### src/rtl/otter_dma_copy.sv
// Word-copy DMA initiator for OTTER memory port 2: one read then one write per word,
// arbitrating for the port through BUS_REQ/BUS_GNT.
module otter_dma_copy #(
  parameter int unsigned CNT_W = 16
) (
  input  logic             CLK,
  input  logic             RST_N,
  input  logic             START,
  input  logic [31:0]      SRC_ADDR,
  input  logic [31:0]      DST_ADDR,
  input  logic [CNT_W-1:0] WORD_CNT,
  input  logic             BUS_GNT,
  input  logic [31:0]      DMA_DOUT2,
  output logic             BUS_REQ,
  output logic             DMA_RDEN2,
  output logic             DMA_WE2,
  output logic [31:0]      DMA_ADDR2,
  output logic [31:0]      DMA_DIN2,
  output logic [1:0]       DMA_SIZE,
  output logic             DMA_SIGN,
  output logic             BUSY,
  output logic             DONE,
  output logic             ERR
);

  typedef enum logic [2:0] {
    IDLE,
    REQ,
    RD,
    CAP,
    WR,
    FIN
  } state_t;

  state_t           state, state_nx;
  logic [31:0]      src, dst, data;
  logic [CNT_W-1:0] cnt;
  logic             err;
  logic             misaligned;

  assign misaligned = (|SRC_ADDR[1:0]) | (|DST_ADDR[1:0]);

  always_ff @(posedge CLK or negedge RST_N) begin
    if (!RST_N) state <= IDLE;
    else        state <= state_nx;
  end

  always_comb begin
    state_nx  = state;
    BUS_REQ   = 1'b0;
    DMA_RDEN2 = 1'b0;
    DMA_WE2   = 1'b0;
    DMA_ADDR2 = '0;
    DMA_DIN2  = '0;
    BUSY      = 1'b1;
    DONE      = 1'b0;
    case (state)
      IDLE: begin
        BUSY = 1'b0;
        if (START) begin
          if (misaligned || WORD_CNT == '0) state_nx = FIN;
          else                              state_nx = REQ;
        end
      end
      REQ: begin
        BUS_REQ = 1'b1;
        if (BUS_GNT) state_nx = RD;
      end
      RD: begin
        BUS_REQ   = 1'b1;
        DMA_RDEN2 = 1'b1;
        DMA_ADDR2 = src;
        state_nx  = BUS_GNT ? CAP : REQ;
      end
      // Address stays on src so the memory keeps steering DOUT2 to this word.
      CAP: begin
        BUS_REQ   = 1'b1;
        DMA_ADDR2 = src;
        state_nx  = BUS_GNT ? WR : REQ;
      end
      WR: begin
        BUS_REQ   = 1'b1;
        DMA_ADDR2 = dst;
        DMA_DIN2  = data;
        DMA_WE2   = BUS_GNT;
        if (!BUS_GNT)                   state_nx = REQ;
        else if (cnt == CNT_W'(1))      state_nx = FIN;
        else                            state_nx = RD;
      end
      FIN: begin
        DONE     = 1'b1;
        state_nx = IDLE;
      end
      default: state_nx = IDLE;
    endcase
  end

  // Pointers and count advance only on a granted write, so a lost grant replays the word.
  always_ff @(posedge CLK or negedge RST_N) begin
    if (!RST_N) begin
      src  <= '0;
      dst  <= '0;
      cnt  <= '0;
      data <= '0;
      err  <= 1'b0;
    end else begin
      case (state)
        IDLE: begin
          if (START) begin
            src <= SRC_ADDR;
            dst <= DST_ADDR;
            cnt <= WORD_CNT;
            err <= misaligned;
          end
        end
        CAP: begin
          if (BUS_GNT) data <= DMA_DOUT2;
        end
        WR: begin
          if (BUS_GNT) begin
            src <= src + 32'd4;
            dst <= dst + 32'd4;
            cnt <= cnt - CNT_W'(1);
          end
        end
        default: ;
      endcase
    end
  end

  assign ERR      = err;
  assign DMA_SIZE = 2'b10;
  assign DMA_SIGN = 1'b0;

endmodule

### config.mk
export PLATFORM = sky130hd
export DESIGN_NAME = otter_dma_copy
export DESIGN_NICKNAME = d
export VERILOG_FILES = /design/src/rtl/otter_dma_copy.sv
export SDC_FILE = /design/constraint.sdc
export NUM_CORES = 1
export LEC_CHECK = 0
export CAP_MARGIN = 20
export CORE_MARGIN = 2
export CORE_UTILIZATION = 49
export CTS_CLUSTER_SIZE = 30
export DETAILED_ROUTE_END_ITERATION = 12
export PLACE_DENSITY = 0.83
export SYNTH_ARGS = -nofsm -noshare
export SYNTH_HDL_FRONTEND = slang
export SYNTH_SLANG_ARGS = --single-unit
### constraint.sdc
create_clock -name CLK -period 2.39 [get_ports CLK]
set_input_delay 0.239 -clock CLK [delete_from_list [all_inputs] [get_ports CLK]]
set_output_delay 0.239 -clock CLK [all_outputs]
set_load 0.01 [all_outputs]
==> results of run 1 <==
## Yosys cell counts, drive strengths merged (8+ instances only)
cell type	instances
nor4	13
o21ai	54
dfrtp	116
a21oi	75
o22ai	20
inv	8
buf	27
nand3	39
nand2	76
nor3	34
a311oi	8
and3	43
and4	9
or3	13
nand4	21
a2bb2oi	10
a22o	24
mux2	32
clkbuf	37
nor2	58
## registers in the layout, summed over array words and instances, names as in the netlist
name	flops
src	32
dst	32
ERR	1
state	3
data	32
cnt	16
## cell families after synthesis
| family | Yosys count |
|---|---|
| and+or+nand+nor | 329 |
| AOI/OAI and AO/OA | 244 |
| DFF | 116 |
| buffers and inverters | 72 |
| muxes | 35 |
| adders and majority gates | 4 |
| other | 2 |
## timing repair
item | CTS | global route
gates resized for setup | 7 | 12
cloned | 0 | 1
endpoints found under the hold margin | 32 | 0
endpoints found under the setup margin | 33 | 30
hold buffers | 1 | 0
pin swaps | 0 | 0
buffers inserted | 3 | 1
## area by class of cell
type / count / area [sq um]
multi-input combinational: 615 / 3800
clock inverter: 13 / 151
inverter: 8 / 30.0
timing repair buffer: 230 / 2310
sequential: 116 / 2900
fill: 1061 / 4010
clock buffer: 19 / 443
tap: 180 / 225
## critical path, stage by stage, from the launching register on
cell and delay, ns:
dfrtp_1 0.39, nor2_2 0.14, and2_4 0.25, buf_6 0.21, a22o_1 0.16, clkdlybuf4s50_1 0.53
## per-layer routing
metal,global-route usage (%),up-vias
met5,0,-
met1,38.3,3513
li1,-,3382
met2,47.4,379
met3,6.96,47
met4,13.0,0
## worst min-delay path by stage
stage,end,start,slack [ns],cells after the start
finish,cnt[11]$_DFFE_PN0P_,RST_N,0.34,2
global route,cnt[11]$_DFFE_PN0P_,RST_N,0.39,2
CTS,src[4]$_DFFE_PN0P_,RST_N,0.34,2
detailed placement,src[4]$_DFFE_PN0P_,RST_N,0.24,1
global placement,src[4]$_DFFE_PN0P_,RST_N,0.24,1
floorplan,ERR$_DFFE_PN0P_,RST_N,-0.06,0
## through the flow
step           setup WS [ns]  total power, mW  area (sq um)  hold slack, ns
5_1_grt              -0.0502             12.3          9870           0.388
6_report              0.0403             11.7          9870           0.339
3_3_place_gp           0.202             8.74          9160           0.239
3_5_place_dp           0.145             8.91          9160           0.244
2_1_floorplan          0.574             6.83          6990         -0.0566
4_1_cts             -0.00590             11.6          9800           0.338
## power groups by stage
stage | combinational [mW] | sequential [mW] | clock (mW)
floorplan | 3.17 | 3.66 | 0
global placement | 4.80 | 3.93 | 0
detailed placement | 4.92 | 3.99 | 0
CTS | 4.99 | 3.97 | 2.59
global route | 5.50 | 4.16 | 2.69
finish | 5.05 | 4.02 | 2.59
==> metrics.md, run 1 <==
| Metric | Value |
|---|---|
| DIE WIDTH | `approximately 120 um` |
| DR iter-0 viols | `approximately 900` |
| Die height | `123 um` |
| RD Place Congestion | `0.982` |
| Number of synthesized register bits | `116` |
| Area leader, netlist | `dfrtp_1` |
| Vias in the first global route | `6891` |
| P per Cell Area | `1180 mW/mm^2` |
| Worst Clk Skew | `between 0.009 and 0.01 ns` |
| Port Buf Inserts | `185` |
| Post-Layout Cell Count | `around 1200` |
| Maximum VDD drop | `0.617 mV` |
| Most frequent cells in the layout | `174 x clkdlybuf4s50_1, 115 x dfrtp_1, 75 x a21oi_1, 75 x nand2_1, 54 x nor2_1` |
| Adder and majority gate portion of the synthesized area | `less than 1%` |
| Post-DR wirelength/cell | `about 19 um` |
| Routed length on met3 | `between 1500 and 2000 um` |
| Reg-to-Reg End | `dst[30]$_DFFE_PN0P_` |
| Synth Area in Compound Gates | `22.3%` |
| Wire length on met2 | `11000 um` |
| Worst Tran Pin Value | `~0.56 ns` |
| Crit Path Max Fanout | `21` |
| FF-to-FF Start | `dst[2]$_DFFE_PN0P_` |
| DRT Pass-1 Iters | `6` |
| Worst skew pair latency | `0.43 ns` |
| Final net count | `1108` |
| CORE AREA | `0.0139 sq mm` |
| Hold crit path type | `in2async` |
| WS Path Type | `reg2out` |
| Internal | `6.98 mW` |
| FMAX | `426 MHz` |
| Sequential area share after synthesis | `41.5%` |
| Flop pwr share | `34.5%` |
| Crit end category | `output pin` |
| Clock slew at reported path FFs | `0.06 ns` |
| Rel. slew slack | `between 60 and 70%` |
| Initial antenna violation count | `0` |
| Full die area | `roughly 0.015 sq mm` |
| DRC viols | `0` |
| Avg Cell Area, Syn | `between 8 and 9 sq um` |
| Startpoint class of the critical path | `register` |
| Slew Limit Fails | `0` |
| Synth top area cells | `dfrtp_1 42%, a21oi_1 5.4%, mux2_2 5.2%` |
| Utilization after layout | `71.1%` |
| Clk sink count | `between 100 and 150` |
| Area Growth Syn to Fin | `41.2%` |
| Switching share of power | `40.2%` |
| Top Metal Used | `met4` |
| Main combinational cell family by area after synthesis | `simple AND/OR/NAND/NOR gates` |
| Clk pwr share | `22.2%` |
| Fraction of registers with async set or reset after synthesis | `100%` |
| Worst Setup SP | `state[1]$_DFFE_PN0P_` |
| Critical Path Sink | `DMA_ADDR2[17]` |
| Dpl cells | `1143` |
| Number of synthesized flops with an enable pin | `0` |
| Drt via density | `between 6 and 7` |
| Fraction of layout cells with a size suffix above 1 | `13.1%` |
| Xor-xnor portion of the synthesized cell area | `0%` |
| Global-route wire length before repair | `around 35000 um` |
| Largest net degree at the start of global routing | `approximately 70` |
| Final setup viols | `0` |
| Ant diodes | `0` |
| Critical path data required time | `between 2 and 2.5 ns` |
| Status | `complete, no violations` |
| Tmin final | `2.35 ns` |
| Period utilization | `98.3%` |
| Most used DFF post-synth | `dfrtp_1` |
| Mux contribution to synthesized area | `5.59%` |
| Max-Cap Viols | `0` |
| Synth top area share | `41.5%` |
| Total net switching power | `4.69 mW` |
| Post-route ant nets | `0` |
| Hold Fails Final Rpt | `0` |
| Worst endpoint data arrival time | `2.11 ns` |
| Setup_tns | `0 ns` |
| Most common cell after layout, fill and taps aside | `clkdlybuf4s50_1` |
| RSZ-0062 raised after global routing | `true` |
| Clk buf depth | `2` |
| FP Rows | `43` |
| Setup slack, reg-to-reg | `0.29 ns` |
| DRT met1 WL | `8990 um` |
| TritonCTS Buffers | `17` |
| Combinational share of power | `43.3%` |
| Area of the mapped netlist | `between 0.006 and 0.007 sq mm` |
| Mapped Cells | `802` |
| CTS tree | `built` |
| Yosys warnings | `0` |
| H-tree lvl count | `4` |
| Pleak | `4.12 nW` |
| Overall routing resource usage | `29.6%` |
| Initial Util | `50.4%` |
| Root buffer cell | `clkbuf_16` |
| Simple-gate share of the synthesized area | `between 20 and 30%` |
| Synth unique cells | `between 60 and 70` |
| Worst Reg-to-Reg Cells | `6` |
| Via count | `7321` |
| GR Overflow Total | `0` |
| I/O pins | `189` |
| DPL Wire Length | `15200 um` |
| Routed wire length | `about 22000 um` |
No activity file was read; power rests on OpenSTA's default activity.
==> run 2, diff against run 1 <==
--- a/config.mk
+++ b/config.mk
@@ -11,6 +11,7 @@
 export CTS_CLUSTER_SIZE = 30
 export DETAILED_ROUTE_END_ITERATION = 12
 export PLACE_DENSITY = 0.83
+export RECOVER_POWER = 100
 export SYNTH_ARGS = -nofsm -noshare
 export SYNTH_HDL_FRONTEND = slang
 export SYNTH_SLANG_ARGS = --single-unit
==> constraint.sdc (replaced) <==
create_clock -name CLK -period 2.39 [get_ports CLK]
set_input_delay 0.717 -clock CLK [delete_from_list [all_inputs] [get_ports CLK]]
set_output_delay 0.717 -clock CLK [all_outputs]
set_load 0.01 [all_outputs]
==> metrics.md, run 2 (synthesis gave the netlist of run 1 again) <==
| Metric | Value |
|---|---|
| Slew Limit Fails | `26 (was 0)` |
| Fraction of layout cells with a size suffix above 1 | `26.1% (was 13.1%)` |
| Largest net degree at the start of global routing | `51 (was 68)` |
| RSZ-0062 raised after global routing | `true (unchanged)` |
| Clk buf depth | `2 (unchanged)` |
| DR iter-0 viols | `1067 (was 897)` |
| Full die area | `0.0152 sq mm (unchanged)` |
| Reg-to-Reg End | `src[19]$_DFFE_PN0P_ (was dst[30]$_DFFE_PN0P_)` |
| Final Power | `12.7 mW (was 11.7 mW)` |
| Port Buf Inserts | `185 (unchanged)` |
| CTS Hold Bufs | `0 (was 1)` |
| Worst Clk Skew | `0.00904 ns (was 0.00978 ns)` |
| Worst Tran Pin Value | `1.52 ns (was 0.565 ns)` |
| Registers with the most flip-flops | `data (32), dst (32), src (32) (unchanged)` |
| Area Growth Syn to Fin | `48.7% (was 41.2%)` |
| Crit Path Max Fanout | `5 (was 21)` |
| Hold path endpoint | `ERR$_DFFE_PN0P_` |
| Initial Util | `50.4% (unchanged)` |
| P per Cell Area | `1220 mW/mm^2 (was 1180 mW/mm^2)` |
| TritonCTS Buffers | `17 (unchanged)` |
| Crit path max-delay cell type | `dfrtp_2 (was clkdlybuf4s50_1)` |
| Max-Cap Viols | `1 (was 0)` |
| I/O pins | `189 (unchanged)` |
| Startpoint class of the critical path | `register (unchanged)` |
| WS Path Type | `reg2out (unchanged)` |
| Setup slack, reg-to-reg | `-0.08 ns (was 0.29 ns)` |
| Final hold slack | `0.474 ns (was 0.339 ns)` |
| Failing checks | `capacitance limit, slew limit, setup timing` |
| DRC viols | `0 (unchanged)` |
| FMAX | `379 MHz (was 426 MHz)` |
| Maximum VDD drop | `0.773 mV (was 0.617 mV)` |
| Final setup viols | `60 (was 0)` |
| Hold crit path type | `reg2reg (was in2async)` |
| Hold path depth | `2` |
| Final net count | `1182 (was 1108)` |
| Clock slew at reported path FFs | `0.06 ns (about the same)` |
| Initial antenna violation count | `0 (unchanged)` |
| Most common cell after layout, fill and taps aside | `dfrtp_1 (was clkdlybuf4s50_1)` |
| Largest stage delay, worst path | `0.45 ns (was 0.53 ns)` |
| Via count | `7997 (was 7321)` |
| Ant diodes | `0 (unchanged)` |
| Most frequent cells in the layout | `114 x dfrtp_1, 112 x clkdlybuf4s50_1, 75 x a21oi_1 (was 174 x clkdlybuf4s50_1, 115 x dfrtp_1, 75 x a21oi_1, 75 x nand2_1, 54 x nor2_1)` |
| H-tree lvl count | `4 (unchanged)` |
| Post-DR wirelength/cell | `20.3 um (was 19.0 um)` |
| Worst Reg-to-Reg Cells | `10 (was 6)` |
| Worst endpoint data arrival time | `1.92 ns (was 2.11 ns)` |
| Clk sink count | `116 (unchanged)` |
| CTS tree | `built (unchanged)` |
| Hold_sp | `ERR$_DFFE_PN0P_` |
| Status | `finished with violations (was complete, no violations)` |
| Global-route wire length before repair | `38400 um (was 34900 um)` |
| Die height | `123 um (unchanged)` |
| GR Overflow Total | `0 (unchanged)` |
| CORE AREA | `0.0139 sq mm (unchanged)` |
| Hold Fails Final Rpt | `0 (unchanged)` |
| FF-to-FF Start | `state[2]$_DFFE_PN0P_ (was dst[2]$_DFFE_PN0P_)` |
| Rel. slew slack | `-1.48% (was 62.2%)` |
| Critical path data required time | `1.67 ns (was 2.15 ns)` |
| Pleak | `4.59 nW (was 4.12 nW)` |
| Routed wire length | `25500 um (was 22500 um)` |
| Root buffer cell | `clkbuf_16 (unchanged)` |
| DPL Wire Length | `15600 um (was 15200 um)` |
| Crit end category | `output pin (unchanged)` |
| FP Rows | `43 (unchanged)` |
| RD Place Congestion | `0.963 (was 0.982)` |
| DIE WIDTH | `123 um (unchanged)` |
| Tmin final | `2.64 ns (was 2.35 ns)` |
| Worst skew pair latency | `0.43 ns (about the same)` |
| Overall routing resource usage | `32.7% (was 29.6%)` |
| Vias in the first global route | `7463 (was 6891)` |
| Post-route worst setup slack | `-0.246 ns (was 0.0403 ns)` |
| Period utilization | `110% (was 98.3%)` |
| Most frequent CP cell | `buf_12` |
| Crit-path cells | `buf_6, nor2b_4, buf_12, buf_12, buf_12, a22o_1, buf_2 (was nor2_2, and2_4, buf_6, a22o_1, clkdlybuf4s50_1)` |
| Drt via density | `6.37 (was 6.20)` |
| Post-route ant nets | `0 (unchanged)` |
| DRT Pass-1 Iters | `7 (was 6)` |
-- run 2: changes by cell type in the layout (fill, tap and decap cells not counted), sizes merged --
cell,change
buf,+123
bufbuf,+2
bufinv,-1
clkbuf,+13
clkdlybuf4s50,-62
clkinv,-1
clkinvlp,-3
dlygate4sd2,+3
dlygate4sd3,+1
dlymetal6s2s,-8
inv,+7
-- run 2: worst max-delay path, delay by kind of cell, from the launching register on --
| kind | cells | cell delay [ns] |
|---|---|---|
| buffers and inverters | 5 | 0.68 |
| flip-flops | 1 | 0.45 |
| AO/OA/AOI/OAI | 1 | 0.23 |
| AND/OR/NAND/NOR | 1 | 0.14 |
-- run 2: area by class of cell --
type                            instances  area, sq um
Multi-Input combinational cell        615         3900
Fill cell                             970         3480
Sequential cell                       116         2910
Timing Repair Buffer                  304         2750
Clock buffer                           17          425
Tap cell                              180          225
Clock inverter                         15          156
Inverter                                8         30.0
-- run 2: per-layer routing --
metal  global-route usage, %  part of all wire (%)  vias up
met5                       0                     0        -
met1                    40.7                    38     3804
met4                    13.2                   3.8        0
met2                    53.8                    49      539
met3                    8.72                   9.3      109
li1                        -                     -     3545
-- run 2: worst max-delay path by stage --
stage / start / to / slack [ns] / cells past startpoint
floorplan: state[1]$_DFFE_PN0P_ / DMA_ADDR2[6] / 0.13 / 8
global placement: BUS_GNT / DMA_WE2 / -0.33 / 4
detailed placement: BUS_GNT / DMA_WE2 / -0.38 / 4
CTS: state[1]$_DFFE_PN0P_ / DMA_ADDR2[14] / -0.22 / 7
global route: state[1]$_DFFE_PN0P_ / DMA_ADDR2[1] / -0.29 / 7
finish: state[1]$_DFFE_PN0P_ / DMA_ADDR2[17] / -0.25 / 7
-- run 2: power by group --
| group | total (mW) | leakage [nW] | switching, mW | internal (mW) |
|---|---|---|---|---|
| combinational | 6.04 | 2.96 | 3.05 | 2.99 |
| sequential | 4.09 | 1.34 | 1.15 | 2.94 |
| clock | 2.56 | 0.284 | 1.09 | 1.47 |
| total | 12.7 | 4.59 | 5.29 | 7.41 |
-- run 2: stage by stage --
| stage | utilization [%] | worst slack (ns) | std cells | TNS (ns) | area (sq um) |
|---|---|---|---|---|---|
| global placement | 68.0 | -0.334 | 1173 | -5.53 | 9440 |
| detailed placement | 68.0 | -0.376 | 1173 | -9.52 | 9440 |
| finish | 74.9 | -0.246 | 1255 | -7.49 | 10400 |
| CTS | 75.7 | -0.223 | 1246 | -5.25 | 10500 |
| global route | 74.9 | -0.292 | 1255 | -22.21 | 10400 |
| floorplan | - | 0.134 | 803 | 0 | 6990 |
-- run 2: what timing repair did --
item | CTS | global route
buffers inserted | 34 | 14
gates resized for setup | 245 | 95
pin swaps | 27 | 12
cloned | 8 | 0
endpoints found under the setup margin | 69 | 67
==> run 3, diff against run 2 <==
--- a/config.mk
+++ b/config.mk
@@ -6,10 +6,10 @@
 export NUM_CORES = 1
 export LEC_CHECK = 0
 export CAP_MARGIN = 20
-export CORE_MARGIN = 2
 export CORE_UTILIZATION = 49
 export CTS_CLUSTER_SIZE = 30
 export DETAILED_ROUTE_END_ITERATION = 12
+export GPL_ROUTABILITY_DRIVEN = 0
 export PLACE_DENSITY = 0.83
 export RECOVER_POWER = 100
 export SYNTH_ARGS = -nofsm -noshare
==> metrics.md, run 3 (synthesis gave the netlist of run 1 again) <==
| Metric | Value |
|---|---|
| Status | `finished with violations (unchanged)` |
| Failing checks | `setup timing (was capacitance limit, slew limit, setup timing)` |
| Maximum VDD drop | `0.727 mV (was 0.773 mV)` |
| Global-route wire length before repair | `38300 um (was 38400 um)` |
| Critical Path Sink | `DMA_ADDR2[0] (was DMA_ADDR2[17])` |
| Worst Tran Pin Value | `1.21 ns (was 1.52 ns)` |
| Rel. slew slack | `19.1% (was -1.48%)` |
| Most frequent cells in the layout | `115 x dfrtp_1, 112 x clkdlybuf4s50_1, 75 x a21oi_1 (was 114 x dfrtp_1, 112 x clkdlybuf4s50_1, 75 x a21oi_1)` |
| Clk sink count | `116 (unchanged)` |
| Routed wire length | `25500 um (about the same)` |
| H-tree lvl count | `4 (unchanged)` |
| Utilization after layout | `74.2% (was 74.9%)` |
| Setup slack, reg-to-reg | `0.06 ns (was -0.08 ns)` |
| CTS tree | `built (unchanged)` |
| DPL Wire Length | `15400 um (was 15600 um)` |
| P per Cell Area | `1250 mW/mm^2 (was 1220 mW/mm^2)` |
| Register area | `0.00290 sq mm (was 0.00291 sq mm)` |
| Slew Limit Fails | `0 (was 26)` |
| DRC viols | `0 (unchanged)` |
| TritonCTS Buffers | `17 (unchanged)` |
| Tmin final | `2.58 ns (was 2.64 ns)` |
| Initial antenna violation count | `0 (unchanged)` |
| Combinational share of power | `45.3% (was 47.6%)` |
| Post-route ant nets | `0 (unchanged)` |
| Worst Setup SP | `state[1]$_DFFE_PN0P_ (unchanged)` |
| Hold crit path type | `in2async (was reg2reg)` |
| Root buffer cell | `clkbuf_16 (unchanged)` |
| Crit Path Max Fanout | `4 (was 5)` |
| FF-to-FF Start | `state[1]$_DFFE_PN0P_ (was state[2]$_DFFE_PN0P_)` |
| Clk pwr share | `23.0% (was 20.2%)` |
| Drt via density | `6.41 (was 6.37)` |
| Switching share of power | `39.8% (was 41.6%)` |
| Fraction of layout cells with a size suffix above 1 | `25.9% (was 26.1%)` |
| GR Overflow Total | `0 (unchanged)` |
| Ant diodes | `0 (unchanged)` |
| RSZ-0062 raised after global routing | `true (unchanged)` |
| Startpoint class of the critical path | `register (unchanged)` |
| Critical path data required time | `1.67 ns (about the same)` |
| Multi-input gate area | `0.00390 sq mm (about the same)` |
| Die height | `121 um (was 123 um)` |
| Internal | `7.78 mW (was 7.41 mW)` |
| Reg-to-Reg End | `data[24]$_DFFE_PN0N_ (was src[19]$_DFFE_PN0P_)` |
| Pleak | `4.50 nW (was 4.59 nW)` |
| Area Growth Syn to Fin | `47.3% (was 48.7%)` |
| Post-DR wirelength/cell | `20.6 um (was 20.3 um)` |
| Vias in the first global route | `7446 (was 7463)` |
| Crit end category | `output pin (unchanged)` |
| Final net count | `1167 (was 1182)` |
| FILL cells | `955 (was 970)` |
| CORE AREA | `0.0139 sq mm (unchanged)` |
| Flop pwr share | `31.8% (was 32.2%)` |
| Clk buf depth | `2 (unchanged)` |
| Worst endpoint data arrival time | `1.86 ns (was 1.92 ns)` |
| Max-Cap Viols | `0 (was 1)` |
| Setup_tns | `-3.27 ns (was -7.49 ns)` |
| Period utilization | `108% (was 110%)` |
| Full die area | `0.0147 sq mm (was 0.0152 sq mm)` |
| Most frequent CP cell | `buf_6 (was buf_12)` |
| Worst Clk Skew | `0.00892 ns (was 0.00904 ns)` |
| Worst skew pair latency | `0.43 ns (about the same)` |
| DIE WIDTH | `121 um (was 123 um)` |
| CTS Hold Bufs | `0 (unchanged)` |
| I/O pins | `189 (unchanged)` |
| Port Buf Inserts | `185 (unchanged)` |
| WS Path Type | `reg2out (unchanged)` |
| Largest net degree at the start of global routing | `46 (was 51)` |
| Crit path max-delay cell type | `dfrtp_1 (was dfrtp_2)` |
| Initial Util | `50.4% (unchanged)` |
| Largest stage delay, worst path | `0.43 ns (was 0.45 ns)` |
| Overall routing resource usage | `33.7% (was 32.7%)` |
| Most common cell after layout, fill and taps aside | `dfrtp_1 (unchanged)` |
| Total net switching power | `5.14 mW (was 5.29 mW)` |
| Worst Reg-to-Reg Cells | `9 (was 10)` |
| Hold Fails Final Rpt | `0 (unchanged)` |
| Post-route worst setup slack | `-0.187 ns (was -0.246 ns)` |
| Crit-path cells | `buf_6, nor2b_4, buf_6, buf_6, buf_6, a22o_1, buf_2 (was buf_6, nor2b_4, buf_12, buf_12, buf_12, a22o_1, buf_2)` |
| FP Rows | `43 (unchanged)` |
| DR iter-0 viols | `1103 (was 1067)` |
| DRT Pass-1 Iters | `6 (was 7)` |
| Final setup viols | `42 (was 60)` |
| Via count | `7941 (was 7997)` |
| Clock slew at reported path FFs | `0.06 ns (about the same)` |
| FMAX | `388 MHz (was 379 MHz)` |
| Registers with the most flip-flops | `data (32), dst (32), src (32) (unchanged)` |
[run 3: cell count changes in the layout (fill, tap and decap cells not counted), sizes merged, moves of 3 or more]
cell         delta
buf            -43
clkbuf         +33
inv             -9
dlygate4sd2     -3
bufinv          +5
[run 3: timing repair]
action | 4_1_cts | 5_1_grt
setup endpoints to repair | 69 | 56
resized for setup | 226 | 89
setup buffers | 23 | 13
pin swaps | 29 | 8
gates cloned | 5 | 2
[run 3: layout make-up]
type                            instances  share of cell area [%]
Sequential cell                       116                    28.2
Tap cell                              180                    2.19
Clock buffer                           19                    4.40
Timing Repair Buffer                  289                    24.8
Clock inverter                         12                    2.20
Inverter                                8                   0.292
Multi-Input combinational cell        615                    37.9
[run 3: how the worst min path moves through the flow]
stage / startpoint / endpoint / slack (ns) / depth (start not counted)
CTS: RST_N / data[3]$_DFFE_PN0N_ / 0.26 / 1
global placement: src[1]$_DFFE_PN0P_ / src[1]$_DFFE_PN0P_ / 0.46 / 2
global route: RST_N / data[3]$_DFFE_PN0N_ / 0.45 / 1
detailed placement: src[1]$_DFFE_PN0P_ / src[1]$_DFFE_PN0P_ / 0.47 / 2
finish: RST_N / data[3]$_DFFE_PN0N_ / 0.38 / 1
floorplan: RST_N / ERR$_DFFE_PN0P_ / 0.42 / 0
[run 3: stage by stage]
stage	cells	instance area, sq um	hold slack [ns]	setup slack [ns]	power, mW
floorplan	803	6990	0.421	0.134	6.83
global placement	1172	9440	0.461	-0.330	9.03
detailed placement	1172	9440	0.468	-0.358	9.21
CTS	1231	10400	0.259	-0.174	12.5
global route	1239	10300	0.446	-0.221	13.5
finish	1239	10300	0.383	-0.187	12.9
[run 3: routing by layer]
layer,part of all wire (%),GRT usage [%],vias to the layer above
li1,-,-,3504
met2,49,54.2,538
met1,38,42.3,3788
met5,0,0,-
met4,4.0,16.7,0
met3,8.9,8.08,111
[run 3: critical path: cells and delay by family, from the launching register on]
kind,cells,cell delay (ns)
AO/OA/AOI/OAI,1,0.22
buffers and inverters,5,0.64
flip-flops,1,0.43
AND/OR/NAND/NOR,1,0.14
[run 3: power groups by stage]
stage | Combinational (mW) | Sequential (mW) | Clock [mW]
2_1_floorplan | 3.17 | 3.66 | 0
3_3_place_gp | 5.12 | 3.91 | 0
3_5_place_dp | 5.24 | 3.97 | 0
4_1_cts | 5.59 | 3.98 | 2.97
5_1_grt | 6.25 | 4.20 | 3.07
6_report | 5.85 | 4.10 | 2.96
